<file path="src/rtl/tex_index_pipe_pkg.sv">
// Shared texture-path definitions: pixel format codes and the per-lane texel result.
package tex_index_pipe_pkg;

  typedef enum logic [1:0] {
    PIX_4BIT     = 2'd0,
    PIX_8BIT     = 2'd1,
    PIX_16BIT    = 2'd2,
    PIX_RESERVED = 2'd3
  } tex_fmt_e;

  typedef struct packed {
    logic [7:0]  index;
    logic [15:0] color16;
  } texel_t;

  // Reserved format is decoded exactly like 16-bit direct colour.
  function automatic logic is_direct(input tex_fmt_e fmt);
    return (fmt == PIX_16BIT) || (fmt == PIX_RESERVED);
  endfunction

endpackage

</file>
<file path="src/rtl/tex_index_pipe_if.sv">
// Beat-level bus of tex_index_pipe; TEX_IDX_STATS_EN adds the statistics signals.
interface tex_index_pipe_if #(
  parameter int unsigned NUM_LANES = 2,
  parameter int unsigned IDX_W     = 8
);
  logic                       i_fmtLoad;
  logic [1:0]                 i_texFormat;
  logic                       i_valid;
  logic                       o_ready;
  logic [NUM_LANES*16-1:0]    i_data;
  logic [NUM_LANES*2-1:0]     i_uLSB;
  logic [NUM_LANES-1:0]       i_laneMask;
  logic                       o_valid;
  logic                       i_ready;
  logic [NUM_LANES*IDX_W-1:0] o_index;
  logic [NUM_LANES*16-1:0]    o_color16;
  logic                       o_isDirect;
  logic [NUM_LANES-1:0]       o_laneMask;
  logic                       o_fmtErr;
  logic                       o_busy;
`ifdef TEX_IDX_STATS_EN
  logic [31:0]                o_statBeats;
  logic [31:0]                o_statStall;
  logic                       i_statClr;
`endif

  modport slave (
    input  i_fmtLoad, i_texFormat, i_valid, i_data, i_uLSB, i_laneMask, i_ready,
`ifdef TEX_IDX_STATS_EN
    input  i_statClr,
    output o_statBeats, o_statStall,
`endif
    output o_ready, o_valid, o_index, o_color16, o_isDirect, o_laneMask, o_fmtErr, o_busy
  );

  modport master (
    output i_fmtLoad, i_texFormat, i_valid, i_data, i_uLSB, i_laneMask, i_ready,
`ifdef TEX_IDX_STATS_EN
    output i_statClr,
    input  o_statBeats, o_statStall,
`endif
    input  o_ready, o_valid, o_index, o_color16, o_isDirect, o_laneMask, o_fmtErr, o_busy
  );

endinterface

</file>
<file path="src/rtl/tex_lane_extract.sv">
// Combinational single-lane texel decoder: CLUT index for 4/8-bit, raw word for direct modes.
module tex_lane_extract
  import tex_index_pipe_pkg::*;
(
  input  logic [15:0] word,
  input  logic [1:0]  ulsb,
  input  tex_fmt_e    fmt,
  input  logic        active,
  output texel_t      texel
);

  always_comb begin
    texel = '0;
    if (active) begin
      case (fmt)
        PIX_4BIT: texel.index = {4'd0, word[{ulsb, 2'b00} +: 4]};
        PIX_8BIT: texel.index = ulsb[0] ? word[15:8] : word[7:0];
        default:  texel.color16 = word;
      endcase
    end
  end

endmodule

</file>
<file path="src/rtl/tex_index_pipe.sv">
// Multi-lane two-stage texel index extractor with valid/ready flow control.
// Optional TEX_IDX_STATS_EN adds saturating accepted-beat and stall counters.
module tex_index_pipe
  import tex_index_pipe_pkg::*;
#(
  parameter int unsigned NUM_LANES = 2,
  parameter int unsigned IDX_W     = 8
) (
  input  logic            clk,
  input  logic            i_nrst,
  tex_index_pipe_if.slave bus
);

  tex_fmt_e                 fmt_q;
  texel_t [NUM_LANES-1:0]   lane_res;
  texel_t [NUM_LANES-1:0]   s1_res;
  texel_t [NUM_LANES-1:0]   s2_res;
  logic [NUM_LANES-1:0]     s1_mask;
  logic [NUM_LANES-1:0]     s2_mask;
  logic                     s1_valid;
  logic                     s2_valid;
  logic                     s1_direct;
  logic                     s2_direct;
  logic                     fmt_err;
  logic                     s2_load;
  logic                     in_ready;
  logic                     accept;

  // S1 may take a new beat in the same cycle it hands its current one to S2.
  assign s2_load  = !s2_valid || bus.i_ready;
  assign in_ready = !s1_valid || s2_load;
  assign accept   = bus.i_valid && in_ready;

  for (genvar k = 0; k < NUM_LANES; k++) begin : g_lane
    tex_lane_extract u_extract (
      .word   (bus.i_data[16*k +: 16]),
      .ulsb   (bus.i_uLSB[2*k +: 2]),
      .fmt    (fmt_q),
      .active (bus.i_laneMask[k]),
      .texel  (lane_res[k])
    );

    assign bus.o_index[IDX_W*k +: IDX_W] = IDX_W'(s2_res[k].index);
    assign bus.o_color16[16*k +: 16]     = s2_res[k].color16;
  end

  // Beats decode with fmt_q as it stood on their acceptance edge, so a
  // coincident load only affects the following beat.
  always_ff @(posedge clk) begin
    if (!i_nrst) begin
      fmt_q     <= PIX_4BIT;
      s1_valid  <= 1'b0;
      s2_valid  <= 1'b0;
      s1_res    <= '0;
      s2_res    <= '0;
      s1_mask   <= '0;
      s2_mask   <= '0;
      s1_direct <= 1'b0;
      s2_direct <= 1'b0;
      fmt_err   <= 1'b0;
    end else begin
      if (bus.i_fmtLoad) fmt_q <= tex_fmt_e'(bus.i_texFormat);
      if (in_ready) s1_valid <= bus.i_valid;
      if (accept) begin
        s1_res    <= lane_res;
        s1_mask   <= bus.i_laneMask;
        s1_direct <= is_direct(fmt_q);
        if (fmt_q == PIX_RESERVED) fmt_err <= 1'b1;
      end
      if (s2_load) begin
        s2_valid <= s1_valid;
        if (s1_valid) begin
          s2_res    <= s1_res;
          s2_mask   <= s1_mask;
          s2_direct <= s1_direct;
        end
      end
    end
  end

  assign bus.o_ready    = in_ready;
  assign bus.o_valid    = s2_valid;
  assign bus.o_isDirect = s2_direct;
  assign bus.o_laneMask = s2_mask;
  assign bus.o_fmtErr   = fmt_err;
  assign bus.o_busy     = s1_valid || s2_valid;

`ifdef TEX_IDX_STATS_EN
  logic [31:0] stat_beats;
  logic [31:0] stat_stall;

  always_ff @(posedge clk) begin
    if (!i_nrst || bus.i_statClr) begin
      stat_beats <= '0;
      stat_stall <= '0;
    end else begin
      if (accept && stat_beats != '1) stat_beats <= stat_beats + 32'd1;
      if (s2_valid && !bus.i_ready && stat_stall != '1) stat_stall <= stat_stall + 32'd1;
    end
  end

  assign bus.o_statBeats = stat_beats;
  assign bus.o_statStall = stat_stall;
`endif

endmodule

</file>
<file path="src/flat_wrapper.sv">
// flat-port wrapper written by rule: the top's interface ports become plain ports
module tex_index_pipe_flat import tex_index_pipe_pkg::*;
#(
  parameter int unsigned NUM_LANES = 2,
  parameter int unsigned IDX_W     = 8
)
  (clk, i_nrst, bus_i_fmtLoad, bus_i_texFormat, bus_i_valid, bus_i_data, bus_i_uLSB, bus_i_laneMask, bus_i_ready, bus_o_ready, bus_o_valid, bus_o_index, bus_o_color16, bus_o_isDirect, bus_o_laneMask, bus_o_fmtErr, bus_o_busy);
  tex_index_pipe_if #(.NUM_LANES(NUM_LANES), .IDX_W(IDX_W)) bus_i ();
  input  logic clk;
  input  logic i_nrst;
  input wire logic [$bits(bus_i.i_fmtLoad)-1:0] bus_i_fmtLoad;
  input wire logic [$bits(bus_i.i_texFormat)-1:0] bus_i_texFormat;
  input wire logic [$bits(bus_i.i_valid)-1:0] bus_i_valid;
  input wire logic [$bits(bus_i.i_data)-1:0] bus_i_data;
  input wire logic [$bits(bus_i.i_uLSB)-1:0] bus_i_uLSB;
  input wire logic [$bits(bus_i.i_laneMask)-1:0] bus_i_laneMask;
  input wire logic [$bits(bus_i.i_ready)-1:0] bus_i_ready;
  output wire logic [$bits(bus_i.o_ready)-1:0] bus_o_ready;
  output wire logic [$bits(bus_i.o_valid)-1:0] bus_o_valid;
  output wire logic [$bits(bus_i.o_index)-1:0] bus_o_index;
  output wire logic [$bits(bus_i.o_color16)-1:0] bus_o_color16;
  output wire logic [$bits(bus_i.o_isDirect)-1:0] bus_o_isDirect;
  output wire logic [$bits(bus_i.o_laneMask)-1:0] bus_o_laneMask;
  output wire logic [$bits(bus_i.o_fmtErr)-1:0] bus_o_fmtErr;
  output wire logic [$bits(bus_i.o_busy)-1:0] bus_o_busy;
  assign bus_i.i_fmtLoad = bus_i_fmtLoad;
  assign bus_i.i_texFormat = bus_i_texFormat;
  assign bus_i.i_valid = bus_i_valid;
  assign bus_i.i_data = bus_i_data;
  assign bus_i.i_uLSB = bus_i_uLSB;
  assign bus_i.i_laneMask = bus_i_laneMask;
  assign bus_i.i_ready = bus_i_ready;
  assign bus_o_ready = bus_i.o_ready;
  assign bus_o_valid = bus_i.o_valid;
  assign bus_o_index = bus_i.o_index;
  assign bus_o_color16 = bus_i.o_color16;
  assign bus_o_isDirect = bus_i.o_isDirect;
  assign bus_o_laneMask = bus_i.o_laneMask;
  assign bus_o_fmtErr = bus_i.o_fmtErr;
  assign bus_o_busy = bus_i.o_busy;
  tex_index_pipe #(.NUM_LANES(NUM_LANES), .IDX_W(IDX_W)) u_core (.clk(clk), .i_nrst(i_nrst), .bus(bus_i));
endmodule
</file>
<file path="config.mk">
export PLATFORM = sky130hd
export DESIGN_NAME = tex_index_pipe_flat
export DESIGN_NICKNAME = d
export VERILOG_FILES = /design/src/rtl/tex_index_pipe_pkg.sv /design/src/rtl/tex_index_pipe_if.sv /design/src/rtl/tex_lane_extract.sv /design/src/rtl/tex_index_pipe.sv /design/src/flat_wrapper.sv
export SDC_FILE = /design/constraint.sdc
export NUM_CORES = 1
export LEC_CHECK = 0
export ABC_AREA = 1
export BUFFER_PORTS_ARGS = -buffer_cell sky130_fd_sc_hd__clkbuf_2
export CAP_MARGIN = 10
export CORE_MARGIN = 2
export CORE_UTILIZATION = 40
export DETAILED_ROUTE_END_ITERATION = 16
export GPL_ROUTABILITY_DRIVEN = 0
export PLACE_DENSITY = 0.7
export SLEW_MARGIN = 20
export SYNTH_ARGS = -nofsm -noshare
export SYNTH_HDL_FRONTEND = slang
export SYNTH_SLANG_ARGS = --single-unit
</file>
<file path="constraint.sdc">
create_clock -name clk -period 3.6 [get_ports clk]
set_clock_uncertainty 0.15 [all_clocks]
set_input_delay 0.72 -clock clk [delete_from_list [all_inputs] [get_ports clk]]
set_output_delay 0.72 -clock clk [all_outputs]
set_load 0.02 [all_outputs]
</file>
==> run_summary.xml, run 1 <==
<?xml version="1.0" encoding="UTF-8"?>
<metrics>
  <group name="timing">
    <metric name="max_freq" unit="MHz">496</metric>
    <metric name="setup_viol_count_final" unit="">0</metric>
    <metric name="min_period_over_period" unit="%">56.0</metric>
    <metric name="finalHoldViolCount" unit="">0</metric>
    <metric name="hold_slack" unit="ns">0.316</metric>
    <metric name="final_max_slew_viol_count" unit="">0</metric>
    <metric name="worstMarginPinSlew" unit="ns">0.891</metric>
    <metric name="grt_setup_unrepaired" unit="">no</metric>
    <metric name="timing.slew.headroom" unit="%">40.5</metric>
    <metric name="layout_min_cycle_time" unit="ns">2.01</metric>
    <metric name="setup_slack" unit="ns">1.59</metric>
    <metric name="tns" unit="ns">0</metric>
  </group>
  <group name="synthesis">
    <metric name="postSynthAreaPerCell" unit="µm²">7.36</metric>
    <metric name="synth_cells" unit="">577</metric>
    <metric name="yosysSeqAreaShare" unit="%">50.4</metric>
    <metric name="yosysUniqueCellTypes" unit="">22</metric>
    <metric name="synth_top_area_share" unit="%">50.4</metric>
    <metric name="synth_top_cell_by_area" unit="">dfxtp_1</metric>
    <metric name="ys_seq_elements" unit="">107</metric>
    <metric name="post_synthesis_cell_area" unit="µm²">4250</metric>
    <metric name="synthTopCellsByArea" unit="">dfxtp_1, nand2_1, nor2_1, nand3_1, a21oi_1</metric>
    <metric name="synth-warning-count" unit="">0</metric>
    <metric name="synthesized_nets" unit="">622</metric>
  </group>
  <group name="layout">
    <metric name="finish.net_count" unit="">697</metric>
    <metric name="antenna_cells_inserted" unit="">0</metric>
    <metric name="final.fill_count" unit="">1072</metric>
    <metric name="most_common_library_cell_in_the_layout_ignoring_fill_and_taps" unit="">nand2_1</metric>
    <metric name="flow.area_growth_from_synthesis" unit="%">15.5</metric>
    <metric name="layout.cells.most_common_list" unit="">nand2_1, nor2_1, dfxtp_1</metric>
    <metric name="layout-drive-gt1-share" unit="%">19.3</metric>
    <metric name="final_cells" unit="">793</metric>
  </group>
  <group name="routing">
    <metric name="ant_nets" unit="">0</metric>
    <metric name="drc" unit="">0</metric>
    <metric name="routed_wirelength" unit="mm">10.6</metric>
    <metric name="drtIter0Drc" unit="">219</metric>
    <metric name="avgViaCountPerCell" unit="">5.07</metric>
    <metric name="iteration_count_of_the_initial_detailed_routing_pass" unit="">4</metric>
    <metric name="total_via_count_in_the_routed_design" unit="">4019</metric>
    <metric name="wl_per_cell" unit="µm">13.4</metric>
  </group>
  <group name="clock_tree">
    <metric name="tritoncts" unit="">done</metric>
    <metric name="cts-buffers-inserted" unit="">9</metric>
    <metric name="clock_tree.buffer_depth" unit="">2</metric>
    <metric name="postCtsResizedCells" unit="">0</metric>
    <metric name="cts_setup_buffers" unit="">0</metric>
    <metric name="cts-htree-levels" unit="">3</metric>
    <metric name="clk_latency" unit="ns">0.37</metric>
    <metric name="path_clk_slew" unit="ns">0.10</metric>
    <metric name="hold_buffers" unit="">0</metric>
    <metric name="clock_tree.root_cell" unit="">clkbuf_8</metric>
    <metric name="cts_sinks" unit="">107</metric>
  </group>
  <group name="worst_setup_path">
    <metric name="critical_path.startpoint_type" unit="">register</metric>
    <metric name="cp_slowest_cell" unit="">dfxtp_1</metric>
    <metric name="critical_path.cell_chain" unit="">or2_2 &gt; clkbuf_2</metric>
    <metric name="critPathMaxStageDelay" unit="ns">0.34</metric>
    <metric name="critPathKind" unit="">register to output port</metric>
    <metric name="worst_setup_path_end_kind" unit="">output port</metric>
    <metric name="timing.critical_path.arrival" unit="ns">1.14</metric>
    <metric name="crit_required" unit="ns">2.73</metric>
    <metric name="timing.critical_path.fanout_max" unit="">3</metric>
  </group>
  <group name="global_route">
    <metric name="grt_max_degree" unit="">56</metric>
    <metric name="grt.overflow.total" unit="">0</metric>
    <metric name="global_route.usage.total" unit="%">18.8</metric>
    <metric name="grt_pass1_wl" unit="mm">17.4</metric>
    <metric name="first_global_vias" unit="">3760</metric>
    <metric name="grt_antenna_before_repair" unit="">0</metric>
  </group>
  <group name="power">
    <metric name="power.static_leakage" unit="µW">0.00210</metric>
    <metric name="vdd_drop_max" unit="V">0.000259</metric>
    <metric name="p_total" unit="µW">2270</metric>
    <metric name="power.density_cell_area" unit="nW/µm²">462</metric>
  </group>
  <group name="run">
    <metric name="maxCapViolations" unit="">0</metric>
  </group>
  <group name="die">
    <metric name="die_height" unit="µm">107</metric>
    <metric name="std_cell_rows" unit="">37</metric>
    <metric name="coreArea" unit="µm²">10300</metric>
    <metric name="ioPinCount" unit="">100</metric>
    <metric name="die_width" unit="µm">107</metric>
    <metric name="floorplan_die_area" unit="µm²">11500</metric>
    <metric name="floorplan.initialDensity" unit="%">41.1</metric>
  </group>
  <group name="run_status">
    <metric name="result_of_the_run" unit="">finished, final reports clean</metric>
  </group>
  <group name="place">
    <metric name="post-dp-hpwl" unit="mm">7.32</metric>
    <metric name="input_output_buffers" unit="">99</metric>
    <metric name="placement_setup_slack" unit="ns">1.26</metric>
    <metric name="place_inst" unit="">777</metric>
  </group>
  <group name="min_path">
    <metric name="path_category_of_the_worst_min_delay_check" unit="">register to register</metric>
  </group>
</metrics>
-- layout make-up --
class	instances	area (µm²)	share of cell area (%)
Clock buffer	9	124	2.52
Tap cell	136	170	3.47
Inverter	16	60.1	1.22
Clock inverter	7	51.3	1.05
Timing Repair Buffer	101	510	10.4
Sequential cell	107	2140	43.7
Multi-Input combinational cell	417	1850	37.7
-- worst max-delay path: cells and delay by family (launching register included) --
family	cells	cell delay [ns]
flops	1	0.34
simple gates	1	0.29
buf+inv	1	0.16
-- worst paths after layout --
kind | end | slack, ns | cells past startpoint | startpoint
setup / recovery | bus_o_busy | 1.59 | 2 | u_core.s1_valid$_SDFFE_PN0P_
hold / removal | u_core.s1_mask[0]$_SDFFE_PN0P_ | 0.32 | 2 | u_core.s1_mask[0]$_SDFFE_PN0P_
setup reg to reg | u_core.s1_res[25]$_SDFFE_PN0P_ | 1.73 | 5 | u_core.bus.o_valid$_SDFFE_PN0P_
hold reg to reg | u_core.s1_mask[0]$_SDFFE_PN0P_ | 0.32 | 2 | u_core.s1_mask[0]$_SDFFE_PN0P_
-- kinds of logic after synthesis --
kind of cell,Yosys count,synth area share (%)
buffers and inverters,53,6.04
flip-flops,107,50.4
AO/OA/AOI/OAI,117,14.3
AND/OR/NAND/NOR,300,29.2
-- routing by layer --
layer,global-route usage (%),wire length [µm]
met1,23.1,4650
met2,32.5,5110
met3,4.80,697
met4,5.38,168
met5,0,0
-- cell usage after synthesis (all sizes together) --
| cell type | count |
|---|---|
| buf | 22 |
| nor2 | 116 |
| nand2 | 126 |
| dfxtp | 107 |
| clkbuf | 15 |
| inv | 16 |
| o21a | 1 |
| nand3 | 57 |
| or2 | 1 |
| a22oi | 8 |
| o21ai | 53 |
| a21oi | 55 |
-- power breakdown --
group	total (µW)	internal, µW	switching, µW
logic	334	105	229
registers	1260	1240	26.4
clock network	672	255	416
total	2270	1600	672
-- stage by stage --
stage | utilization [%] | area [µm²]
floorplan | - | 4250
global placement | 45.8 | 4730
detailed placement | 45.8 | 4730
CTS | 47.5 | 4910
global route | 47.5 | 4910
finish | 47.5 | 4910
-- registers in the layout (all words and copies together), names as in the netlist, 2 cells and up --
signal,cells
u_core.bus.o_laneMask,2
u_core.fmt_q,2
u_core.s1_res,48
u_core.bus.o_color16,32
u_core.s1_mask,2
u_core.bus.o_index,16
Note: power is estimated with default switching activity, not from simulation.
==> run 2, diff against run 1 <==
--- a/config.mk
+++ b/config.mk
@@ -5,7 +5,7 @@
 export SDC_FILE = /design/constraint.sdc
 export NUM_CORES = 1
 export LEC_CHECK = 0
-export ABC_AREA = 1
+export ABC_AREA = 0
 export BUFFER_PORTS_ARGS = -buffer_cell sky130_fd_sc_hd__clkbuf_2
 export CAP_MARGIN = 10
 export CORE_MARGIN = 2
==> constraint.sdc (replaced) <==
create_clock -name clk -period 2.1 [get_ports clk]
set_clock_uncertainty 0.15 [all_clocks]
set_input_delay 0.42 -clock clk [delete_from_list [all_inputs] [get_ports clk]]
set_output_delay 0.42 -clock clk [all_outputs]
set_load 0.02 [all_outputs]
==> run 2 against run 1 <==
Net effect:
- critical path type unchanged
- clock power up 86%
- die area up 1.9%
- hold slack worse by 0.18 ns
- register-to-register slack worse by 1.4 ns
- largest power group unchanged
- critical path depth up 1
- worst setup slack worse by 1.5 ns
- highest routed layer unchanged
- clock-buffer cell count up 2
- sequential power up 65%
==> run_summary.xml, run 2 <==
<?xml version="1.0" encoding="UTF-8"?>
<metrics>
  <group name="layout">
    <metric name="layout.cells.most_common_list" unit="">dfxtp_1, clkbuf_2, o21ai_0</metric>
    <metric name="final.fill_count" unit="">1011</metric>
    <metric name="max_flop_register" unit="">u_core.s1_res</metric>
    <metric name="most_common_library_cell_in_the_layout_ignoring_fill_and_taps" unit="">dfxtp_1</metric>
    <metric name="antenna_cells_inserted" unit="">0</metric>
    <metric name="flow.area_growth_from_synthesis" unit="%">17.7</metric>
    <metric name="finish.net_count" unit="">574</metric>
    <metric name="largest_reg_flops" unit="">48</metric>
    <metric name="final_design_area_no_fill" unit="µm²">5100</metric>
    <metric name="layout-drive-gt1-share" unit="%">29.8</metric>
  </group>
  <group name="place">
    <metric name="post-dp-hpwl" unit="mm">7.55</metric>
    <metric name="detailed_place.area" unit="µm²">4900</metric>
    <metric name="input_output_buffers" unit="">99</metric>
  </group>
  <group name="die">
    <metric name="ioPinCount" unit="">100</metric>
    <metric name="die_width" unit="µm">108</metric>
    <metric name="floorplan.initialDensity" unit="%">41.6</metric>
    <metric name="coreArea" unit="µm²">10400</metric>
    <metric name="floorplan_die_area" unit="µm²">11700</metric>
    <metric name="std_cell_rows" unit="">37</metric>
    <metric name="die_height" unit="µm">108</metric>
  </group>
  <group name="synthesis">
    <metric name="synth_top_cell_by_area" unit="">dfxtp_1</metric>
    <metric name="synth_top_area_share" unit="%">49.5</metric>
    <metric name="synth-warning-count" unit="">0</metric>
    <metric name="yosysSeqAreaShare" unit="%">49.5</metric>
    <metric name="ys_seq_elements" unit="">107</metric>
    <metric name="postSynthAreaPerCell" unit="µm²">9.50</metric>
    <metric name="post_synthesis_cell_area" unit="µm²">4330</metric>
    <metric name="synth-main-ff-cell" unit="">dfxtp_1</metric>
    <metric name="synth_commonest_cells" unit="">dfxtp_1, o21ai_0, a21oi_1</metric>
    <metric name="postSynth.asyncResetShare" unit="%">0</metric>
    <metric name="synth_cells" unit="">456</metric>
    <metric name="synthesized_nets" unit="">501</metric>
    <metric name="synth_edf_count" unit="">0</metric>
    <metric name="yosys.cell_count.top_type" unit="">dfxtp_1</metric>
    <metric name="yosysUniqueCellTypes" unit="">29</metric>
    <metric name="synthTopCellsByArea" unit="">dfxtp_1, o21ai_0, a21oi_1, a22o_1, nand3_1</metric>
  </group>
  <group name="timing">
    <metric name="setup_viol_count_final" unit="">0</metric>
    <metric name="timing.slew.headroom" unit="%">62.7</metric>
    <metric name="layout_min_cycle_time" unit="ns">1.98</metric>
    <metric name="tns" unit="ns">0</metric>
    <metric name="grt_setup_unrepaired" unit="">no</metric>
    <metric name="min_period_over_period" unit="%">94.2</metric>
    <metric name="finalHoldViolCount" unit="">0</metric>
    <metric name="worstMarginPinSlew" unit="ns">0.559</metric>
    <metric name="max_freq" unit="MHz">506</metric>
    <metric name="final_max_slew_viol_count" unit="">0</metric>
  </group>
  <group name="worst_setup_path">
    <metric name="timing.critical_path.arrival" unit="ns">1.41</metric>
    <metric name="worstSetupStartpoint" unit="">u_core.bus.o_valid$_SDFFE_PN0P_</metric>
    <metric name="worst_setup_path_end_kind" unit="">output port</metric>
    <metric name="timing.rr.start" unit="">u_core.s1_valid$_SDFFE_PN0P_</metric>
    <metric name="cp_num_buf_inv" unit="">2</metric>
    <metric name="critPathMaxStageDelay" unit="ns">0.36</metric>
    <metric name="timing.critical_path.fanout_max" unit="">31</metric>
    <metric name="path_delay_family" unit="">buffers and inverters</metric>
    <metric name="critPathKind" unit="">register to output port</metric>
    <metric name="critical_path.startpoint_type" unit="">register</metric>
    <metric name="critical_path.cell_chain" unit="">and3b_4 &gt; inv_4 &gt; clkbuf_2</metric>
    <metric name="cp_slowest_cell" unit="">dfxtp_1</metric>
    <metric name="crit_required" unit="ns">1.53</metric>
  </group>
  <group name="clock_tree">
    <metric name="clock_tree.root_cell" unit="">clkbuf_8</metric>
    <metric name="path_clk_slew" unit="ns">0.10</metric>
    <metric name="tritoncts" unit="">done</metric>
    <metric name="clk_latency" unit="ns">0.37</metric>
    <metric name="clock_tree.buffer_depth" unit="">2</metric>
    <metric name="cts_sinks" unit="">107</metric>
    <metric name="hold_buffers" unit="">0</metric>
    <metric name="cts-buffers-inserted" unit="">9</metric>
    <metric name="cts-htree-levels" unit="">3</metric>
  </group>
  <group name="routing">
    <metric name="wl_per_cell" unit="µm">16.3</metric>
    <metric name="ant_nets" unit="">0</metric>
    <metric name="drc" unit="">0</metric>
    <metric name="drtIter0Drc" unit="">260</metric>
    <metric name="routed_wirelength" unit="mm">10.9</metric>
    <metric name="avgViaCountPerCell" unit="">5.67</metric>
    <metric name="iteration_count_of_the_initial_detailed_routing_pass" unit="">5</metric>
    <metric name="total_via_count_in_the_routed_design" unit="">3800</metric>
  </group>
  <group name="global_route">
    <metric name="grt_max_degree" unit="">57</metric>
    <metric name="global_route.usage.total" unit="%">19.3</metric>
    <metric name="grt_pass1_wl" unit="mm">17.8</metric>
    <metric name="grt.overflow.total" unit="">0</metric>
    <metric name="grt_antenna_before_repair" unit="">0</metric>
    <metric name="first_global_vias" unit="">3433</metric>
  </group>
  <group name="power">
    <metric name="vdd_drop_max" unit="V">0.000363</metric>
    <metric name="power.static_leakage" unit="µW">0.00191</metric>
    <metric name="power.density_cell_area" unit="nW/µm²">719</metric>
  </group>
  <group name="min_path">
    <metric name="path_category_of_the_worst_min_delay_check" unit="">input pin to register</metric>
    <metric name="timing.hold.worst.start" unit="">bus_i_texFormat[1]</metric>
  </group>
  <group name="run_status">
    <metric name="result_of_the_run" unit="">finished, final reports clean</metric>
  </group>
  <group name="run">
    <metric name="maxCapViolations" unit="">0</metric>
  </group>
</metrics>
run 2: worst register-to-register path: cells and delay by family (launching register included):
kind	cells	cell delay [ns]
DFF	1	0.37
AOI/OAI and AO/OA	2	0.27
buffers and inverters	3	0.82
run 2: what timing repair did:
action,CTS,global route
resized for setup,1,0
setup buffers,0,0
setup endpoints to repair,1,0
hold endpoints to repair,0,0
run 2: worst paths after layout:
check,endpoint,slack [ns],depth (start not counted)
worst max-delay path,bus_o_ready,0.12,3
worst min-delay path,u_core.fmt_q[1]$_SDFFE_PN0P_,0.14,3
worst max register to register,u_core.bus.o_color16[1]$_SDFFE_PN0P_,0.34,5
worst min register to register,u_core.bus.o_color16[27]$_SDFFE_PN0P_,0.32,2
run 2: routing by layer:
metal	global-route usage, %	up-vias	routed length, µm
li1	-	1849	-
met1	27.6	1802	5010
met2	27.7	134	4880
met3	5.00	15	780
met4	7.42	0	221
met5	0	-	0
run 2: final cells by class:
class,count,area (µm²),share of cell area (%)
inverter,5,21.3,0.417
multi-input combinational,295,1950,38.2
tap,136,170,3.34
sequential,107,2140,42.0
timing repair buffer,111,623,12.2
clock inverter,5,60.1,1.18
clock buffer,11,131,2.58
run 2: logic make-up (layout without fill, tap and decap cells):
family | after synthesis | in the layout | share of synthesized area [%]
AOI/OAI and AO/OA | 176 | 176 | 23.5
DFF | 107 | 107 | 49.5
and+or+nand+nor | 93 | 93 | 12.6
buffers and inverters | 54 | 132 | 5.63
muxes | 26 | 26 | 8.78
run 2: power breakdown:
part	switching (µW)	internal [µW]
clock network	688	559
logic	206	135
registers	21.0	2060
run 2: through the flow:
step           setup WS [ns]  util (%)  hold WS [ns]  total power [µW]  std cells
6_report               0.122      48.9         0.137              3670        670
5_1_grt               0.0249      48.9         0.127              3810        670
4_1_cts                0.109      48.9         0.119              3700        670
3_5_place_dp           0.169      47.1         0.304              2460        654
3_3_place_gp           0.197      47.1         0.304              2460        654
2_1_floorplan          0.542         -         0.290              2330        456
